File: src/rtl/if_stage.sv
// rtl/if_stage.sv - RV32I instruction fetch stage: PC, single-outstanding imem read, IF/ID slot
module if_stage #(
    parameter int                XLEN     = 32,
    parameter logic [XLEN-1:0]   RESET_PC = '0,
    parameter logic [XLEN-1:0]   NOP      = 32'h0000_0013
) (
    input  logic            clk,
    input  logic            rst,
    output logic            imem_req,
    output logic [XLEN-1:0] imem_addr,
    input  logic            imem_rvalid,
    input  logic [XLEN-1:0] imem_rdata,
    input  logic            redirect,
    input  logic [XLEN-1:0] redirect_pc,
    input  logic            id_ready,
    output logic            if_valid,
    output logic [XLEN-1:0] if_instr,
    output logic [XLEN-1:0] if_pc
);

    typedef enum logic [1:0] {
        S_FETCH,
        S_WAIT,
        S_DROP
    } state_t;

    state_t          state_q, state_d;
    logic [XLEN-1:0] pc_q, pc_d;
    logic            if_valid_q, if_valid_d;
    logic [XLEN-1:0] if_instr_q, if_instr_d;
    logic [XLEN-1:0] if_pc_q, if_pc_d;

    logic            slot_free;
    logic            load;
    logic [XLEN-1:0] target_pc;

    assign slot_free = !if_valid_q || id_ready;
    assign target_pc = {redirect_pc[XLEN-1:2], 2'b00};
    // rst gates the request so memory never sees a fetch while the core is held in reset
    assign imem_req  = !rst && (state_q == S_FETCH) && slot_free && !redirect;
    assign imem_addr = pc_q;
    assign load      = (state_q == S_WAIT) && imem_rvalid && !redirect;

    assign if_valid  = if_valid_q;
    assign if_instr  = if_instr_q;
    assign if_pc     = if_pc_q;

    always_comb begin
        state_d = state_q;
        pc_d    = pc_q;
        if (redirect) begin
            pc_d = target_pc;
        end else if (load) begin
            pc_d = pc_q + XLEN'(4);
        end
        case (state_q)
            S_FETCH: if (imem_req) state_d = S_WAIT;
            S_WAIT: begin
                if (imem_rvalid)   state_d = S_FETCH;
                else if (redirect) state_d = S_DROP;
            end
            S_DROP:  if (imem_rvalid) state_d = S_FETCH;
            default: state_d = S_FETCH;
        endcase
    end

    // Redirect beats both load and consume: the slot is always flushed to NOP
    always_comb begin
        if_valid_d = if_valid_q;
        if_instr_d = if_instr_q;
        if_pc_d    = if_pc_q;
        if (redirect) begin
            if_valid_d = 1'b0;
            if_instr_d = NOP;
        end else if (load) begin
            if_valid_d = 1'b1;
            if_instr_d = imem_rdata;
            if_pc_d    = pc_q;
        end else if (if_valid_q && id_ready) begin
            if_valid_d = 1'b0;
            if_instr_d = NOP;
        end
    end

    always_ff @(posedge clk or posedge rst) begin
        if (rst) begin
            state_q    <= S_FETCH;
            pc_q       <= RESET_PC;
            if_valid_q <= 1'b0;
            if_instr_q <= NOP;
            if_pc_q    <= '0;
        end else begin
            state_q    <= state_d;
            pc_q       <= pc_d;
            if_valid_q <= if_valid_d;
            if_instr_q <= if_instr_d;
            if_pc_q    <= if_pc_d;
        end
    end

endmodule

File: config.mk
export PLATFORM = sky130hd
export DESIGN_NAME = if_stage
export DESIGN_NICKNAME = d
export VERILOG_FILES = /design/src/rtl/if_stage.sv
export SDC_FILE = /design/constraint.sdc
export NUM_CORES = 1
export LEC_CHECK = 0
export BUFFER_PORTS_ARGS = -buffer_cell sky130_fd_sc_hd__buf_2
export CORE_AREA = 2 2 112 135
export DETAILED_ROUTE_END_ITERATION = 8
export DIE_AREA = 0 0 114 137
export PLACE_DENSITY = 0.52
export REMOVE_ABC_BUFFERS = 1
export SYNTH_ARGS = -nofsm -noshare
export SYNTH_HDL_FRONTEND = slang
export SYNTH_SLANG_ARGS = --single-unit
File: constraint.sdc
create_clock -name clk -period 3.3 [get_ports clk]
set_input_delay 0.66 -clock clk [delete_from_list [all_inputs] [get_ports clk]]
set_output_delay 0.66 -clock clk [all_outputs]
set_load 0.03 [all_outputs]
==> summary.md <==
| Metric | Value |
|---|---|
| Relative slew slack | `0.280` |
| Total power | `3500 uW` |
| Crit path required time | `3.57 ns` |
| I/O pin count | `between 150 and 200` |
| Clock Path Buffers | `2` |
| GR Util All Layers | `0.164` |
| Clock root buffer | `clkbuf_16` |
| FF+latch count, synth | `95` |
| Area Overhead vs Synth | `30.8%` |
| CP startpoint kind | `flip-flop` |
| Fin crit period | `between 2 and 3 ns` |
| Synth Warn # | `0` |
| Arr. time, crit path | `2.82 ns` |
| Hpwl dp | `between 8000 and 9000 um` |
| Leakage | `between 0.002 and 0.003 uW` |
| Largest area contributor in the netlist | `dfrtp_1` |
| Routed len/inst | `~16 um` |
| Remaining Overflow, GRT | `0` |
| Placer Congestion | `0.809` |
| Sequential element share of the synthesized area | `0.564` |
| # port buffers | `160` |
| Final Util | `0.386` |
| Die height | `137 um` |
| Vias in the first global route | `roughly 3800` |
| Hold Path Class | `input port to asynchronous set/reset pin` |
| First-pass iteration count of the detailed router | `4` |
| H-tree Lvls | `3` |
| Met2 wire len | `between 6000 and 7000 um` |
| Final Cycle Share | `0.773` |
| ANT cells | `0` |
| Top sig layer | `met4` |
| Top FF cell, synth | `dfrtp_1` |
| Row cnt | `48` |
| Drt via density | `~5` |
| Commonest non-fill, non-tap cell in the layout | `buf_2` |
| Sink Count | `95` |
| Worst-path clk slew | `around 0.07 ns` |
| Dominant cells by area after synthesis | `dfrtp_1, nand2_1, a22o_1` |
| First-pass GRT wire length | `between 15000 and 20000 um` |
| Crit-path max FO | `16` |
| Hold slack | `between 0.4 and 0.5 ns` |
| Final setup fails | `0` |
| Antenna-violating nets left | `0` |
| Skew final | `between 0.007 and 0.008 ns` |
| Netlist cell types | `46` |
| DRC viols | `0` |
| Slack of the worst reg-to-reg path | `about 0.75 ns` |
| Initial Util | `0.295` |
| Avg Inst Size Synth | `9.82 sq um` |
| Number of post-CTS setup repair buffers | `0` |
| Final Hold Violating Endpoints | `0` |
| Area of the die | `approximately 0.016 sq mm` |
| Nets | `650` |
| Syn Inst Count | `430` |
| Post-route setup TNS | `0 ns` |
| Max VDD drop | `0.328 mV` |
| Ys async rst share | `1.00` |
| CTS buffer count | `9` |
| Power density over the cells | `roughly 630 mW/mm^2` |
| RSZ-0062 raised after global routing | `false` |
| Die W | `approximately 110 um` |
| Clock latency on the worst-skew pair | `roughly 0.35 ns` |
| Status | `completed` |
| Initial antenna violation count | `0` |
| Layout cells sized above 1 | `0.326` |
| Post-CTS Hold Fix Bufs | `0` |
| Placeable Area | `between 0.01 and 0.015 sq mm` |
| Post-CTS sizing | `0` |
| Worst-Margin Slew | `approximately 1.1 ns` |
| Initial drt markers | `roughly 170` |
| Largest net degree at the start of global routing | `60` |
| Area of placed instances | `between 0.005 and 0.006 sq mm` |
| Total number of vias | `around 3800` |
| Post-synth top area share | `0.545` |
| Metal3 WL | `about 530 um` |
| Most frequent cells in the layout | `buf_2, nand2_1, dfrtp_1` |
| Post-Layout Inst Area | `0.00552 sq mm` |
| Metal-1 WL | `around 5300 um` |
| CTS tree | `built` |
| Max Cap Violations | `0` |
| DRT Wirelength | `12400 um` |
| Kind of critical path | `flip-flop to flip-flop` |
| Critical Path Sink Type | `flip-flop` |
| Mapped cell area | `0.00422 sq mm` |
| Slew Viols, Final | `0` |
| Post-synth EDFFs | `0` |
| Peak Freq | `392 MHz` |
-- cells by family after synthesis --
logic type / after synthesis / synth area share
other cells: 1 / 0.000888
simple gates: 202 / 0.229
xor+xnor: 9 / 0.0187
flops: 95 / 0.564
buf+inv: 37 / 0.0373
mux: 1 / 0.00237
fa+ha+maj: 1 / 0.00296
compound gates: 84 / 0.145
-- worst paths after layout --
kind / endpoint / start / depth (start not counted)
max in group asynchronous: if_instr[0] / rst / 3
max: imem_addr[30] / imem_addr[2] / 5
max reg2reg: imem_addr[30] / imem_addr[2] / 5
min reg2reg: if_pc[10] / if_pc[10] / 2
min in group clk: if_pc[10] / if_pc[10] / 2
min: state_q[1] / rst / 2
-- cell type report --
type,instances,area (sq um)
multi-input combinational,301,1700
clock inverter,5,81.3
tap,175,219
timing repair buffer,168,873
clock buffer,11,243
fill,1473,8770
sequential,95,2380
inverter,5,21.3
-- worst max-delay path, stage by stage, from the launching register on --
cell and delay (ns):
dfrtp_1 0.46, ha_1 0.24, nand4b_2 0.20, or4_1 0.81, or4_1 0.59, a31oi_1 0.17
-- synth_stat cells (2+ instances only) --
library cell	instances
dfstp_2	3
a31oi_1	12
inv_1	5
and3_1	3
xnor2_1	6
a21oi_1	4
a211o_1	2
or3_1	6
o31ai_1	10
and4_1	3
nor4_1	5
o21ai_0	16
nand2_1	114
o22a_1	3
or4_1	16
nand3_1	9
nand4_1	11
nor2_1	17
buf_4	4
a22o_1	29
nor2b_1	2
o211ai_1	3
nor3_1	6
dfrtp_1	92
buf_1	4
nand2b_1	2
buf_2	2
xor2_1	3
clkbuf_1	21
-- sequential cells by signal, indices dropped and copies added (netlist names) --
name       flops
if_instr      32
state_q        2
if_pc         30
imem_addr     30
if_valid       1
-- where the power goes --
part | internal (uW) | leakage (uW) | switching (uW)
Combinational | 259 | 0.00141 | 614
Clock | 686 | 0.000156 | 467
Sequential | 1340 | 0.00120 | 132
-- per-layer routing --
layer  track usage  up-vias
met4        0.0732        0
met3        0.0301       14
met2         0.284       97
met5             0        -
met1         0.199     1866
li1              -     1825
-- through the flow --
stage	worst slack, ns	std cells
CTS	0.729	760
finish	0.749	760
detailed placement	0.576	744
global route	0.555	760
floorplan	0.168	401
global placement	0.603	744
(Power assumes the default switching activity.)
